--- src/rtl/ex_stage_pipe.sv ---
// ex_stage_pipe: execute stage between ID and MEM.
//   Single-cycle ALU (ADD/SUB/logic/shifts/compares), a multi-cycle
//   multiply, and branch/jump redirect resolution, with a valid/ready
//   handshake on both sides and an output register that holds under
//   backpressure.
// Ports:
//   clk, rst_n                 clock, async active-low reset
//   in_valid / in_ready        operation handshake from ID
//   rs1_data, rs2_data, imm, pc operands, immediate, instruction PC
//   alu_op, alu_src            operation select, operand-B select (1 = imm)
//   branch, jump, jump_reg     control-transfer kind
//   flush                      discard held / in-flight operation
//   out_valid / out_ready      result handshake toward MEM
//   alu_result, rs2_fwd, pc_target, branch_taken  registered results
//   busy                       multiply in progress
module ex_stage_pipe #(
   parameter int XLEN       = 32,
   parameter int MUL_CYCLES = 4
) (
   input  logic            clk,
   input  logic            rst_n,
   input  logic            in_valid,
   output logic            in_ready,
   input  logic [XLEN-1:0] rs1_data,
   input  logic [XLEN-1:0] rs2_data,
   input  logic [XLEN-1:0] imm,
   input  logic [XLEN-1:0] pc,
   input  logic [3:0]      alu_op,
   input  logic            alu_src,
   input  logic            branch,
   input  logic            jump,
   input  logic            jump_reg,
   input  logic            flush,
   output logic            out_valid,
   input  logic            out_ready,
   output logic [XLEN-1:0] alu_result,
   output logic [XLEN-1:0] rs2_fwd,
   output logic [XLEN-1:0] pc_target,
   output logic            branch_taken,
   output logic            busy
);

   localparam int SHW = $clog2(XLEN);
   localparam logic [XLEN-1:0] FOUR     = XLEN'(4);
   localparam logic [3:0]      CNT_INIT = 4'(MUL_CYCLES - 1);

   typedef enum logic [1:0] {IDLE, MUL, HOLD} state_t;

   typedef enum logic [3:0] {
      OP_ADD  = 4'd0,  OP_SUB = 4'd1, OP_AND = 4'd2, OP_OR  = 4'd3,
      OP_XOR  = 4'd4,  OP_SLL = 4'd5, OP_SRL = 4'd6, OP_SRA = 4'd7,
      OP_SLT  = 4'd8,  OP_SLTU = 4'd9, OP_MUL = 4'd10
   } alu_op_e;

   state_t            state_q;
   logic [3:0]        cnt_q;
   logic              busy_q, out_valid_q, branch_taken_q;
   logic [XLEN-1:0]   alu_result_q, rs2_fwd_q, pc_target_q;
   // Operands and redirect candidates parked for the multiply
   logic [XLEN-1:0]   mul_a_q, mul_b_q, tgt_q, link_q;
   logic              jmp_q, br_q;

   logic [XLEN-1:0]   opb, alu_d, link_d, jr_sum, taken_tgt_d, tgt_d, result_d, prod;
   logic [SHW-1:0]    shamt;
   logic              taken_d, mul_taken, accept;

   assign opb    = alu_src ? imm : rs2_data;
   assign shamt  = opb[SHW-1:0];

   // Multiply is not produced here; it has its own registered path.
   always_comb begin
      alu_d = '0;
      case (alu_op)
         OP_ADD:  alu_d = rs1_data + opb;
         OP_SUB:  alu_d = rs1_data - opb;
         OP_AND:  alu_d = rs1_data & opb;
         OP_OR:   alu_d = rs1_data | opb;
         OP_XOR:  alu_d = rs1_data ^ opb;
         OP_SLL:  alu_d = rs1_data << shamt;
         OP_SRL:  alu_d = rs1_data >> shamt;
         OP_SRA:  alu_d = $signed(rs1_data) >>> shamt;
         OP_SLT:  alu_d = {{(XLEN-1){1'b0}}, $signed(rs1_data) < $signed(opb)};
         OP_SLTU: alu_d = {{(XLEN-1){1'b0}}, rs1_data < opb};
         default: alu_d = '0;
      endcase
   end

   assign link_d      = pc + FOUR;
   assign jr_sum      = rs1_data + imm;
   assign taken_tgt_d = jump_reg ? {jr_sum[XLEN-1:1], 1'b0} : (pc + imm);
   assign taken_d     = jump_reg | jump | (branch && (alu_d == '0));
   assign tgt_d       = taken_d ? taken_tgt_d : link_d;
   assign result_d    = (jump | jump_reg) ? link_d : alu_d;

   // Multiply completion: branch condition evaluated on the product
   assign prod      = mul_a_q * mul_b_q;
   assign mul_taken = jmp_q | (br_q && (prod == '0));

   assign in_ready = !busy_q && (!out_valid_q || out_ready) && !flush;
   assign accept   = in_valid && in_ready;

   always_ff @(posedge clk or negedge rst_n) begin
      if (!rst_n) begin
         state_q        <= IDLE;
         cnt_q          <= '0;
         busy_q         <= 1'b0;
         out_valid_q    <= 1'b0;
         branch_taken_q <= 1'b0;
         alu_result_q   <= '0;
         rs2_fwd_q      <= '0;
         pc_target_q    <= '0;
         mul_a_q        <= '0;
         mul_b_q        <= '0;
         tgt_q          <= '0;
         link_q         <= '0;
         jmp_q          <= 1'b0;
         br_q           <= 1'b0;
      end else if (flush) begin
         state_q        <= IDLE;
         cnt_q          <= '0;
         busy_q         <= 1'b0;
         out_valid_q    <= 1'b0;
         branch_taken_q <= 1'b0;
      end else if (accept) begin
         rs2_fwd_q <= rs2_data;
         if (alu_op == OP_MUL) begin
            state_q        <= MUL;
            cnt_q          <= CNT_INIT;
            busy_q         <= 1'b1;
            out_valid_q    <= 1'b0;
            branch_taken_q <= 1'b0;
            mul_a_q        <= rs1_data;
            mul_b_q        <= opb;
            tgt_q          <= taken_tgt_d;
            link_q         <= link_d;
            jmp_q          <= jump | jump_reg;
            br_q           <= branch;
         end else begin
            state_q        <= HOLD;
            out_valid_q    <= 1'b1;
            alu_result_q   <= result_d;
            pc_target_q    <= tgt_d;
            branch_taken_q <= taken_d;
         end
      end else begin
         case (state_q)
            MUL: begin
               if (cnt_q == 4'd0) begin
                  state_q        <= HOLD;
                  busy_q         <= 1'b0;
                  out_valid_q    <= 1'b1;
                  alu_result_q   <= jmp_q ? link_q : prod;
                  pc_target_q    <= mul_taken ? tgt_q : link_q;
                  branch_taken_q <= mul_taken;
               end else begin
                  cnt_q <= cnt_q - 4'd1;
               end
            end
            HOLD: begin
               if (out_ready) begin
                  state_q        <= IDLE;
                  out_valid_q    <= 1'b0;
                  branch_taken_q <= 1'b0;
               end
            end
            default: ;
         endcase
      end
   end

   assign busy         = busy_q;
   assign out_valid    = out_valid_q;
   assign alu_result   = alu_result_q;
   assign rs2_fwd      = rs2_fwd_q;
   assign pc_target    = pc_target_q;
   assign branch_taken = branch_taken_q;

endmodule

--- config.mk ---
export PLATFORM = sky130hd
export DESIGN_NAME = ex_stage_pipe
export DESIGN_NICKNAME = d
export VERILOG_FILES = /design/src/rtl/ex_stage_pipe.sv
export SDC_FILE = /design/constraint.sdc
export NUM_CORES = 2
export LEC_CHECK = 0
export BUFFER_PORTS_ARGS = -buffer_cell sky130_fd_sc_hd__buf_4
export CAP_MARGIN = 10
export CORE_MARGIN = 5
export CORE_UTILIZATION = 51
export DETAILED_ROUTE_END_ITERATION = 8
export PLACE_DENSITY = 0.67
export SLEW_MARGIN = 20
export SYNTH_ARGS = -nofsm -noshare
export SYNTH_HDL_FRONTEND = slang
export SYNTH_SLANG_ARGS = --single-unit
--- constraint.sdc ---
create_clock -name clk -period 14.85 [get_ports clk]
set_input_delay 0.7425 -clock clk [delete_from_list [all_inputs] [get_ports clk]]
set_output_delay 0.7425 -clock clk [all_outputs]
set_load 0.05 [all_outputs]
---- Word level (Yosys, flattened, before mapping) ----
Cells that the tools add are included.
cells by class
  reduce and logical (&&, ||, !) cells .... 24
  bitwise logic cells ..................... 7
  shift operators ......................... 3
  add/subtract/negate cells ............... 6
  equality and inequality tests ........... 17
  $lt $le $gt $ge ......................... 2
  multiplexer cells ....................... 42
  $mul .................................... 1
operators by type and width
  cell                   number
  $mux 32                14
  $pmux 32 s10           1
  $add 32x32->32         3
  $logic_not 32->1       2
  $lt 32x32->1           2
  $add 32x3->32 const B  1
  $and 32x32->32         1
  $mul 32x32->32         1
  $or 32x32->32          1
  $shl 32x5->32          1
  $shr 32x5->32          1
  $sshr 32x5->32         1
  $sub 32x32->32         1
  $xor 32x32->32         1
  $mux 4                 5
  $eq 4x3->1 const B     4
  $mux 1                 14
  $eq 4x4->1 const B     3
  $reduce_and 3->1       4
  $mux 2                 5
  $eq 4x2->1 const B     2
  $logic_not 4->1        2
  $ne 4x4->1 const B     2
  $reduce_bool 3->1      2
  other kinds (18)       28
word-level totals
  word-level logic and storage cells ...... 116
  input port bits ......................... 141
  register bits after elaboration ......... 235
  output and inout bits ................... 100

---- Logic depth before layout (Yosys ltp) ----
  word-level depth ........................ 9
  mapped depth ............................ 32
  gate-level depth less buffers ........... 29

---- Worst setup path before layout ----
Ideal clock, no wire load.
  path kind ............................... register -> register
  start ................................... reg mul_b_q[6]
  end ..................................... reg pc_target_q[23] (netlist: pc_target[23])
  stages on the path, launching flop included .. 28
  data arrival time ....................... 8.048 ns
  path buffers ............................ 2
  setup slack ............................. 6.665 ns
  data required time ...................... 14.713 ns
  period minus slack after synthesis ...... 8.185 ns
  path through ............................ dfrtp_1 -> clkbuf_1 -> and2_1 -> fa_1 -> fa_1 -> fa_1 -> inv_1 -> fa_1 -> inv_1 -> fa_1 -> fa_1 -> fa_1 -> fa_1 -> ha_1 -> a21o_1 -> a21oi_1 -> o211ai_1 -> or3_1 -> o211ai_1 -> o21ai_0 -> a21o_1 -> a21oi_1 -> xnor2_1 -> a41oi_1 -> clkbuf_1 -> mux2_2 -> o22ai_1 -> a21oi_1
between the ends
  longest elaborated chain between the ends .. 8
ends and longest elaborated chain
  what                    RTL line  source
  from (decl)             60        logic [XLEN-1:0] mul_a_q, mul_b_q, tgt_q, link_q;
  from (signal assigned)  133       mul_b_q <= opb;
  $mul 32x32->32          96        assign prod = mul_a_q * mul_b_q;
  $logic_not 32->1        97        assign mul_taken = jmp_q | (br_q && (prod == '0));
  $logic_and 1x1->1       97
  $or 1x1->1              97
  $mux 32                 153       pc_target_q <= mul_taken ? tgt_q : link_q;
  $mux 32                 148       if (cnt_q == 4'd0) begin
  $mux 32                 146       case (state_q)
  $mux 32                 124       end else if (accept) begin
  to (signal assigned)    142       pc_target_q <= tgt_d;
  to (signal assigned)    153
  to (decl)               58        logic [XLEN-1:0] alu_result_q, rs2_fwd_q, pc_target_q;
Every way passes these cells. The select of a mux whose other input is x is not followed.
A chain may end at the register's enable or synchronous reset.

---- Worst setup path in the final report ----
  start ................................... reg mul_b_q[5]
  end ..................................... reg pc_target_q[0] (netlist: pc_target[0])
Same word-level chain as after synthesis.

==> impl_metrics.env <==
export IMPL_power_density_nw_per_um2=186
export IMPL_finalHoldViolations=0
export IMPL_synth_seq_cells=234
export IMPL_wl_mm=167
export IMPL_arrival_ns=9.92
export IMPL_pin_count=241
export IMPL_n_fill_cell=7362
export IMPL_use_met1_pct=50.6
export IMPL_die_y_um=289
export IMPL_crit_path_start_kind="flip-flop"
export IMPL_grt_pass1_wl_mm=245
export IMPL_synth_top_area_share_pct=20.7
export IMPL_die_area_um2=83600
export IMPL_final_max_slew_viol_count=0
export IMPL_slew_limit_headroom_pct=11.3
export IMPL_setup_ws_ns=5.36
export IMPL_finalCriticalPeriod_ns=9.49
export IMPL_dpl_worst_slack_ns=5.52
export IMPL_cp_required_ns=15.28
export IMPL_end_kind="flip-flop"
export IMPL_ys_async_sr_fraction_pct=100
export IMPL_drtIter0Drc=3923
export IMPL_cts_tree="built"
export IMPL_worstSetupPathType="flip-flop to flip-flop"
export IMPL_status="finished, final reports clean"
export IMPL_setup_violations_final=0
export IMPL_dpl_hpwl_mm=131
export IMPL_viasPerCell=6.35
export IMPL_busiest_layer="met2"
export IMPL_post_cts_setup_buffer_count=0
export IMPL_htreeDepth=1
export IMPL_vias=37700
export IMPL_cts_resized=0
export IMPL_synth_cell_types=93
export IMPL_hold_path_class="primary input to async pin"
export IMPL_clk_pin_slew_ns=0.06
export IMPL_setup_tns_ns=0
export IMPL_antenna_left=0
export IMPL_grt_max_degree=117
export IMPL_firstDrtPassIters=7
export IMPL_avgSynthCellArea_um2=8.25
export IMPL_initial_core_util_pct=51.4
export IMPL_antenna_found_initial=8
export IMPL_r2r_slack_ns=5.36
export IMPL_use_met3_pct=9.07
export IMPL_multi_input_area_um2=30900
export IMPL_grt_pass1_vias=37600
export IMPL_die_w_um=289
export IMPL_synth_edf_count=0
export IMPL_final_nets=5716
export IMPL_cp_max_fo=33
export IMPL_synth_nets=5658
export IMPL_regArea_um2=5860
export IMPL_core_rowCount=102
export IMPL_yosysSeqAreaShare_pct=14.7
export IMPL_synthesis_area_um2=39800
export IMPL_worst_skew_pair_late_latency_ns=0.58
export IMPL_gp_congestion=1.07
export IMPL_ir_worst_vdd_mv=0.259
export IMPL_post_synth_main_area_contributors="fa_1, dfrtp_1, ha_1"
export IMPL_worstMarginPinSlew_ns=1.33
export IMPL_grt_use_met2_pct=62.1
export IMPL_syn_to_final_growth_pct=9.00
export IMPL_layout_drive_gt1_share_pct=9.87
export IMPL_cts_sinks=234
export IMPL_max_cap_violations=0
export IMPL_syn_inst=4819
export IMPL_final_cell_mix="nand2_1, inv_1, fa_1"
export IMPL_wire_per_inst_um=28.1
export IMPL_numCtsBuffers=27
export IMPL_grt_total_usage_pct=39.2
export IMPL_max_freq_mhz=105
export IMPL_skew_ns=0.0144
export IMPL_root_buffer="clkbuf_16"
export IMPL_p_leak_nw=20.3
export IMPL_post_route_drc_count=0
export IMPL_rsz0062_at_grt="no"
export IMPL_portBuffers=240
export IMPL_yosysTopAreaCell="fa_1"
export IMPL_gr_total_overflow=0
export IMPL_yosys_warnings=0
export IMPL_core_um2=77300
export IMPL_post_route_period_util_pct=63.9
export IMPL_cts_path_max_buffers=3
export IMPL_postCtsHoldBufs=0
export IMPL_final_common_cell="nand2_1"
export IMPL_ys_flop_type="dfrtp_1"
-- cells in the mapped netlist (22+ instances only) --
cell,n
a211oi_1,51
a21o_1,45
a21oi_1,236
a31oi_1,50
and2_1,328
clkbuf_1,248
dfrtp_1,234
fa_1,412
ha_1,286
inv_1,502
mux2_2,29
mux2i_1,143
mux4_2,45
nand2_1,716
nand2b_1,34
nand3_1,68
nand4_1,23
nor2_1,241
nor2b_1,27
nor3_1,76
nor4_1,30
o211ai_1,40
o21a_1,40
o21ai_0,289
o21bai_1,22
o22ai_1,24
or3_1,30
xnor2_1,117
xor2_1,56
-- worst max-delay path, cell delays in order (launching register included) --
cell and delay, ns:
dfrtp_1 0.97, and2_1 0.26, fa_1 0.41, fa_1 0.49
fa_1 0.52, inv_1 0.05, fa_1 0.48, inv_1 0.05
fa_1 0.48, fa_1 0.61, fa_1 0.46, fa_1 0.45
ha_1 0.37, a21o_1 0.24, a21oi_1 0.22, o211ai_1 0.16
or3_1 0.35, o211ai_1 0.28, o21ai_0 0.19, a21oi_1 0.66
nor3b_1 0.19, a41oi_4 0.21, buf_4 0.54, mux2_2 0.40
o21ai_0 0.19, a21oi_1 0.07
-- worst paths after layout --
kind | startpoint | end | depth (start not counted)
worst max-delay path | mul_b_q[5]$_DFFE_PN0P_ | pc_target[0]$_DFFE_PN0P_ | 25
worst min-delay path | rst_n | alu_result[11]$_DFFE_PN0P_ | 1
worst max register to register | mul_b_q[5]$_DFFE_PN0P_ | pc_target[0]$_DFFE_PN0P_ | 25
worst min register to register | tgt_q[6]$_DFFE_PN0P_ | tgt_q[6]$_DFFE_PN0P_ | 2
max in group asynchronous | rst_n | mul_a_q[0]$_DFFE_PN0P_ | 2
min in group clk | rs2_data[7] | rs2_fwd[7]$_DFFE_PN0P_ | 3
-- stage by stage --
| stage | power (mW) | hold WS (ns) | util [%] | cell area, um2 | cells |
|---|---|---|---|---|---|
| after floorplan | 4.81 | 0.442 | - | 39800 | 4819 |
| after global placement | 7.17 | 0.459 | 54.8 | 42400 | 5888 |
| after detailed placement | 7.15 | 0.459 | 54.8 | 42400 | 5888 |
| after CTS | 7.94 | 0.236 | 56.0 | 43300 | 5935 |
| after global routing | 8.55 | 0.275 | 56.0 | 43300 | 5935 |
| final | 8.06 | 0.195 | 56.0 | 43300 | 5940 |
-- registers in the layout, indices dropped and copies added, names as in the netlist, 4 cells and up --
signal	flops
cnt_q	4
pc_target	32
tgt_q	32
alu_result	32
link_q	32
mul_b_q	32
rs2_fwd	32
mul_a_q	32
-- layer usage --
layer	share of wire (%)	vias to the layer above
met3	10	462
met2	45	2126
met1	39	18700
met5	0.025	-
li1	-	16400
met4	6.4	6
-- cell type report --
class	instances	share of cell area [%]
multi-input combinational	3783	71.3
sequential	234	13.5
timing repair buffer	323	5.61
inverter	508	4.40
tap	1040	3.00
clock buffer	35	1.72
clock inverter	12	0.381
antenna	5	0.0289
-- power breakdown --
part           leakage (nW)  total, mW  internal (mW)  switching [mW]
Combinational          16.9       6.31           2.23            4.08
Sequential             2.92       1.04          0.800           0.244
Clock                 0.440      0.706          0.408           0.298
-- cells by family after synthesis --
group,synth area share (%)
AO/OA/AOI/OAI,16.8
buffers and inverters,7.81
multiplexers,7.18
AND/OR/NAND/NOR,19.9
flip-flops,14.7
adder cells (fa/ha/maj),29.7
XOR/XNOR,3.81
Power figures use the tool's default switching activity.
